<file path="src/rtl/star_arb_n.sv">
// -----------------------------------------------------------------------------
// star_arb_n
// N-input round-robin AXI-Stream packet arbiter. A single "star" pointer marks
// the highest-priority channel; after each completed packet (TLAST accepted)
// it moves to one past the winning channel. Once a multi-beat packet starts,
// the arbiter locks onto that channel until its TLAST, so packets are never
// interleaved. The merged stream leaves through a one-entry registered stage.
//
// Optional feature macro: STAR_ARB_TDEST_EN
//   When defined, adds res_TDEST carrying the source channel of each beat.
//
// Ports:
//   clk         clock, all logic on posedge
//   rst         asynchronous active-high reset
//   src_TDATA   per-channel data, channel i at [i*DATA_WIDTH +: DATA_WIDTH]
//   src_TVALID  per-channel valid
//   src_TREADY  per-channel ready (all zero while rst=1)
//   src_TLAST   per-channel end-of-packet
//   res_TDATA   merged data (registered)
//   res_TVALID  merged valid (registered)
//   res_TREADY  downstream ready
//   res_TLAST   merged end-of-packet (registered)
//   res_TDEST   source channel index (registered, STAR_ARB_TDEST_EN only)
// -----------------------------------------------------------------------------
module star_arb_n #(
   parameter int DATA_WIDTH = 8,
   parameter int N_CH       = 4,
   parameter int START_CH   = 0,
   localparam int CH_W      = (N_CH > 2) ? $clog2(N_CH) : 1
) (
   input  logic                       clk,
   input  logic                       rst,
   input  logic [N_CH*DATA_WIDTH-1:0] src_TDATA,
   input  logic [N_CH-1:0]            src_TVALID,
   output logic [N_CH-1:0]            src_TREADY,
   input  logic [N_CH-1:0]            src_TLAST,
   output logic [DATA_WIDTH-1:0]      res_TDATA,
   output logic                       res_TVALID,
   input  logic                       res_TREADY,
   output logic                       res_TLAST
`ifdef STAR_ARB_TDEST_EN
   ,
   output logic [CH_W-1:0]            res_TDEST
`endif
);

   localparam logic [CH_W-1:0] START_IDX = CH_W'(START_CH);
   localparam logic [CH_W-1:0] LAST_IDX  = CH_W'(N_CH - 1);

   typedef enum logic [0:0] {
      IDLE   = 1'b0,
      LOCKED = 1'b1
   } state_t;

   state_t                state, state_nxt;
   logic [CH_W-1:0]       star, star_nxt;
   logic [CH_W-1:0]       cur, cur_nxt;
   logic [CH_W-1:0]       sel;
   logic [CH_W-1:0]       grant_ch;
   logic                  found;
   logic                  grant_any;
   logic                  buf_rdy;
   logic                  accept;
   logic                  beat_valid;
   logic                  beat_last;
   logic [DATA_WIDTH-1:0] beat_data;

   // Channel after c, wrapping by explicit compare so any N_CH works.
   function automatic logic [CH_W-1:0] next_ch(input logic [CH_W-1:0] c);
      if (c == LAST_IDX) begin
         return {CH_W{1'b0}};
      end else begin
         return c + CH_W'(1);
      end
   endfunction

   assign buf_rdy = !res_TVALID || res_TREADY;

   // Round-robin search: first valid channel at or above star, else the first
   // valid channel below star (which is the wrapped continuation of the scan).
   always_comb begin
      found = 1'b0;
      sel   = {CH_W{1'b0}};
      for (int i = 0; i < N_CH; i++) begin
         if (!found && src_TVALID[i] && (i >= int'(star))) begin
            found = 1'b1;
            sel   = CH_W'(i);
         end else begin
            found = found;
         end
      end
      for (int i = 0; i < N_CH; i++) begin
         if (!found && src_TVALID[i]) begin
            found = 1'b1;
            sel   = CH_W'(i);
         end else begin
            found = found;
         end
      end
   end

   // While locked the grant is unconditional on cur, so its TREADY never
   // depends on its own TVALID.
   assign grant_ch  = (state == LOCKED) ? cur : sel;
   assign grant_any = (state == LOCKED) ? 1'b1 : found;

   // Lane mux for the granted channel plus the one-hot ready vector.
   always_comb begin
      beat_data  = {DATA_WIDTH{1'b0}};
      beat_last  = 1'b0;
      beat_valid = 1'b0;
      src_TREADY = {N_CH{1'b0}};
      for (int i = 0; i < N_CH; i++) begin
         if (grant_ch == CH_W'(i)) begin
            beat_data     = src_TDATA[i*DATA_WIDTH +: DATA_WIDTH];
            beat_last     = src_TLAST[i];
            beat_valid    = src_TVALID[i];
            src_TREADY[i] = !rst && grant_any && buf_rdy;
         end else begin
            src_TREADY[i] = 1'b0;
         end
      end
   end

   assign accept = grant_any && buf_rdy && beat_valid;

   // Next-state logic for the lock FSM, star pointer and locked channel.
   always_comb begin
      state_nxt = state;
      star_nxt  = star;
      cur_nxt   = cur;
      case (state)
         IDLE: begin
            if (accept && beat_last) begin
               star_nxt = next_ch(sel);
            end else if (accept) begin
               state_nxt = LOCKED;
               cur_nxt   = sel;
            end else begin
               state_nxt = IDLE;
            end
         end
         LOCKED: begin
            if (accept && beat_last) begin
               state_nxt = IDLE;
               star_nxt  = next_ch(cur);
            end else begin
               state_nxt = LOCKED;
            end
         end
         default: begin
            state_nxt = IDLE;
         end
      endcase
   end

   // Arbitration state registers.
   always_ff @(posedge clk or posedge rst) begin
      if (rst) begin
         state <= IDLE;
         star  <= START_IDX;
         cur   <= {CH_W{1'b0}};
      end else begin
         state <= state_nxt;
         star  <= star_nxt;
         cur   <= cur_nxt;
      end
   end

   // One-entry output stage: load on accept, otherwise clear valid on drain.
   always_ff @(posedge clk or posedge rst) begin
      if (rst) begin
         res_TVALID <= 1'b0;
         res_TDATA  <= {DATA_WIDTH{1'b0}};
         res_TLAST  <= 1'b0;
`ifdef STAR_ARB_TDEST_EN
         res_TDEST  <= {CH_W{1'b0}};
`endif
      end else if (accept) begin
         res_TVALID <= 1'b1;
         res_TDATA  <= beat_data;
         res_TLAST  <= beat_last;
`ifdef STAR_ARB_TDEST_EN
         res_TDEST  <= grant_ch;
`endif
      end else if (res_TREADY) begin
         res_TVALID <= 1'b0;
      end else begin
         res_TVALID <= res_TVALID;
      end
   end

endmodule

</file>
<file path="config.mk">
export PLATFORM = sky130hd
export DESIGN_NAME = star_arb_n
export DESIGN_NICKNAME = d
export VERILOG_FILES = /design/src/rtl/star_arb_n.sv
export SDC_FILE = /design/constraint.sdc
export NUM_CORES = 1
export LEC_CHECK = 0
export BUFFER_PORTS_ARGS = -buffer_cell sky130_fd_sc_hd__buf_4
export CAP_MARGIN = 20
export CORE_MARGIN = 10
export CORE_UTILIZATION = 45
export DETAILED_ROUTE_END_ITERATION = 12
export PLACE_DENSITY = 0.82
export SYNTH_ARGS = -nofsm -noshare
export SYNTH_HDL_FRONTEND = slang
export SYNTH_SLANG_ARGS = --single-unit
</file>
<file path="constraint.sdc">
create_clock -name clk -period 6.1 [get_ports clk]
set_input_delay 0.305 -clock clk [delete_from_list [all_inputs] [get_ports clk]]
set_output_delay 0.305 -clock clk [all_outputs]
set_load 0.01 [all_outputs]
</file>
## Word-level counts from Yosys, hierarchy flattened

Cells that the tools add are included.

- Register bits: 15
- Input port bits: 43

- Add/subtract/negate cells: 2
- Magnitude comparators: 3
- Eq/ne operators: 7
- Multiplexer cells: 44
- Bitwise operators: 2
- Reduce and logical (&&, ||, !) cells: 29

Operators with widths:

| kind | count |
|---|---|
| 8-bit 2-to-1 mux | 4 |
| 1-bit 2-to-1 mux | 27 |
| 2-bit 2-to-1 mux | 11 |
| 1-bit logical AND | 15 |
| 1-bit zero test | 9 |
| 2-bit == test, second input constant | 4 |
| 2-bit by 1-bit adder with 2-bit output, second input constant | 2 |
| 1-bit by 2-bit >= comparator with 1-bit output, first input constant | 2 |
| 2-bit one-hot mux with 2 select lines | 1 |
| 3-bit AND reduction | 1 |
| 2-bit by 1-bit == test with 1-bit output, second input constant | 1 |
| 2-bit >= comparator, first input constant | 1 |
| 2-bit zero test | 1 |
| 2-bit by 1-bit inequality test with 1-bit output, second input constant | 1 |
| 2-bit inequality test, second input constant | 1 |
| 1-bit inverter | 2 |
| 1-bit one-hot mux with 2 select lines | 1 |
| 2-bit AND reduction | 1 |
| 2-bit nonzero test | 1 |
| 1-bit logical OR | 1 |

## Depth between registers and ports, before layout

- Depth after elaboration: 36
- Gate-level depth with buffers: 8

## Worst setup path before layout

Ideal clock, no wire load.

- Path kind: reg2reg
- From: reg star[0]
- To: reg cur[1]
- Library setup time: 0.127 ns
- Arrival: 2.240 ns
- Required time: 5.973 ns
- Slack: 3.733 ns
- Stages on the path, launching flop included: 8
- Buffers on the path: 0
- Clock period less this slack: 2.367 ns
- Cells stage by stage: dfrtp_1 -> nor2b_4 -> or4_4 -> a31oi_4 -> mux2i_1 -> mux2i_4 -> or3_1 -> mux2_1

- Word-level cells in the longest chain between the ends: 36
- Elaborated cells on any way between the ends: 54
- Those cells by class: order compare: 3; eq/ne: 3; mux: 25; bitwise: 1; reduce/logical: 22

Ends and longest elaborated chain:

| what | line | text |
|---|---|---|
| start: declaration | 56 | `logic [CH_W-1:0] star, star_nxt;` |
| start signal: assignment | 165 | `star <= star_nxt;` |
| 1-bit by 2-bit >= comparator with 1-bit output | 85 | `if (!found && src_TVALID[i] && (i >= int'(star))) begin` |
| 1-bit logical AND | 85 |  |
| 1-bit 2-to-1 mux | 85 |  |
| 1-bit zero test | 85 |  |
| 1-bit logical AND (2 in a row) | 85 |  |
| 1-bit 2-to-1 mux | 85 |  |
| 1-bit zero test | 85 |  |
| 1-bit logical AND (2 in a row) | 85 |  |
| (+15 left out) | n/a |  |
| 2-bit 2-to-1 mux | 93 | `if (!found && src_TVALID[i]) begin` |
| 2-bit 2-to-1 mux | 104 | `assign grant_ch = (state == LOCKED) ? cur : sel;` |
| 2-bit zero test | 114 | `if (grant_ch == CH_W'(i)) begin` |
| 1-bit 2-to-1 mux (4 in a row) | 114 |  |
| 1-bit logical AND | 125 | `assign accept = grant_any && buf_rdy && beat_valid;` |
| 1-bit logical AND | 134 | `if (accept && beat_last) begin` |
| 1-bit inverter (no line) | n/a |  |
| 3-bit AND reduction (no line) | n/a |  |
| end signal: assignment | 162 | `cur <= {CH_W{1'b0}};` |
| end signal: assignment | 166 | `cur <= cur_nxt;` |
| end: declaration | 57 | `logic [CH_W-1:0] cur, cur_nxt;` |

Several ways; a longest one is shown, not always the timed one.
A chain may end at the register's enable or synchronous reset.

## Worst setup path after layout

- From: reg star[1]
- To: reg cur[0]

The elaborated chain is that of the path after synthesis.

==> run summary <==
Longest Clk Path Bufs - 2
Vias in the first global route - 1187
Area leader, netlist - dfrtp_1
Row count - 18
Via count - 1050
Die X - 70.8 um
Max Clk Rate - 341 MHz
Worst rel slew slack - 31.5%
Commonest non-fill, non-tap cell in the layout - buf_4
Required time worst endpoint - 6280 ps
Post-synthesis instance total - 113
Post-CTS Setup Inserts - 0
Largest net degree at the start of global routing - 23
Area grow syn2layout - 38.7%
Routability cong. - 0.867
Warning count from the yosys run - 0
Clock Tree Root - clkbuf_4
Max FO, Critical Path - 22
Hold Path Class - input port to async pin
# fillers - 219
Asr flop ratio synth - 100%
Register bit total from synthesis - 15
Setup Skew - 5.28 ps
Arrival @ worst endpoint - 3110 ps
Net Count, Synth - 156
Static leakage - 0.769 nW
Worst skew pair latency - 280 ps
Status - finished clean
CTS clk-pin slew, worst paths - 90 ps
Minimum clock period - 2940 ps
Setup TNS - 0 ps
Post-synth top area share - 32.3%
Area of the multi-input gates - 732 um^2
Synth top area cells - dfrtp_1 (32%), mux2i_1 (10%), mux2_2 (8.7%)
DRC violations left - 0
Unrepaired setup endpoints after global routing - no
Fin worst setup slack - 3160 ps
Slew at the pin with the worst max-slew slack - 1000 ps
Number of DRC markers in iteration 0 - 24
PD cells - 511 mW/mm^2
CTS Buf Count - 3
DIE HEIGHT - 70.8 um
Final #Nets - 212
Setup CP Type - flip-flop to flip-flop
Max Cap Violations - 0
Final WL - 3240 um
Pre-CTS WS - 3080 ps
Design area - 0.00161 mm^2
PostCTS Resize Cnt - 0
Commonest cells after routing, fill and taps aside - buf_4 (56), dfrtp_1 (15), mux2i_1 (12)
Pre-antenna DRT Iters - 4
Period utilization - 48.1%
Cell variety after synth - 36
H-tree levels - 1
Register area - 375 um^2
CTS tree - yes
TritonCTS Sinks - 15
EDFF count, synth - 0
Port buffer count - 56
Max IR drop VDD - 369 uV
IO Pins - 57
CP Capture Type - flip-flop
Placed Area - 0.00158 mm^2
DR vias/cell - 5.30
Initial antenna violation count - 0
Layout cells sized above 1 - 49.4%
Core ar. - 0.00248 mm^2
Setup crit start kind - flip-flop
Gr ovfl total - 0
Die footprint - 0.00501 mm^2
DPL Wire Length - 2750 um
Final hold viol count - 0
FF-to-FF setup slack - 3160 ps
Initial core utilization - 46.9%
Pins Over Slew Limit - 0
Top_reg_cell synth - dfrtp_1
First-pass GRT wire length - 5550 um
Avg Cell Area, Syn - 10.3 um^2
Finish-stage setup viols - 0
Synthesized cell area - 0.00116 mm^2
ANT nets after route - 0
Diode count - 0
Total Routing Usage GR - 12.9%
Sequential element share of the synthesized area - 32.3%
Wire per inst - 16.4 um
Hold-fix buffers, CTS - 0
==> flip-flops by register name, summed over array words and instances (netlist names), named ones only <==
signal and cells:
res_TDATA 8, cur 2, star 2, res_TLAST 1, res_TVALID 1
==> per-layer routing <==
metal  GRT usage, %  part of all wire (%)  up-vias
met5              0                     0        -
met4           3.44                   1.3        0
met3           4.46                   6.4        4
met2           23.2                    52       31
met1           14.0                    40      490
li1               -                     -      525
==> path summary, 6_finish.rpt <==
kind	from	to	depth (start not counted)
setup reg to reg	star[1]	cur[0]	6
setup / recovery	star[1]	cur[0]	6
hold reg to reg	res_TLAST	res_TLAST	1
hold / removal	rst	res_TVALID	2
max in group asynchronous	rst	res_TDATA[7]	2
min in group clk	res_TREADY	res_TVALID	3
==> per-stage QoR <==
step / std cells / power [mW] / hold slack (ps) / utilization (%)
final: 198 / 0.823 / 68.4 / 65.0
after global routing: 198 / 0.899 / 100 / 65.0
after CTS: 198 / 0.833 / 82.2 / 65.0
after detailed placement: 194 / 0.772 / 406 / 63.9
after global placement: 194 / 0.757 / 382 / 63.9
after floorplan: 113 / 0.634 / 215 / -
==> synth_stat cells, types with 2 or more instances <==
library cell,count
inv_1,3
mux2_2,9
a21o_1,2
nand2_1,6
nor2b_1,2
and2_1,8
buf_4,2
a211oi_2,8
mux2i_1,12
nand2b_1,3
mux2_1,3
nor3_1,3
buf_2,2
dfrtp_1,15
nor2_1,4
a21oi_1,11
==> worst max-delay path: stages, from the launching register on <==
cell,delay (ps)
dfrtp_1,450
or4_4,590
a31oi_4,640
mux2i_1,350
mux2i_4,110
or3_1,360
mux2_1,320
==> cells by family (layout without fill, tap and decap cells) <==
family / Yosys count / after routing / share of synthesized area, %
AND/OR/NAND/NOR: 33 / 33 / 16.6
AO/OA/AOI/OAI: 29 / 29 / 21.0
multiplexers: 25 / 25 / 23.9
flip-flops: 15 / 15 / 32.3
buffers and inverters: 9 / 64 / 4.63
XOR/XNOR: 2 / 2 / 1.51
==> power by group <==
group	switching (mW)	internal (mW)	total [mW]
Clock	0.0325	0.0244	0.0568
Combinational	0.286	0.286	0.572
Sequential	0.0403	0.154	0.194
Total	0.359	0.464	0.823
==> final cells by class <==
class / instances / share of cell area (%)
multi-input cells: 89 / 45.5
repair buffers: 56 / 26.1
flip-flops and latches: 15 / 23.3
clock buffers: 3 / 1.40
well taps: 30 / 2.33
inverters: 4 / 1.09
clock inverters: 1 / 0.311
No activity file was read; power rests on OpenSTA's default activity.
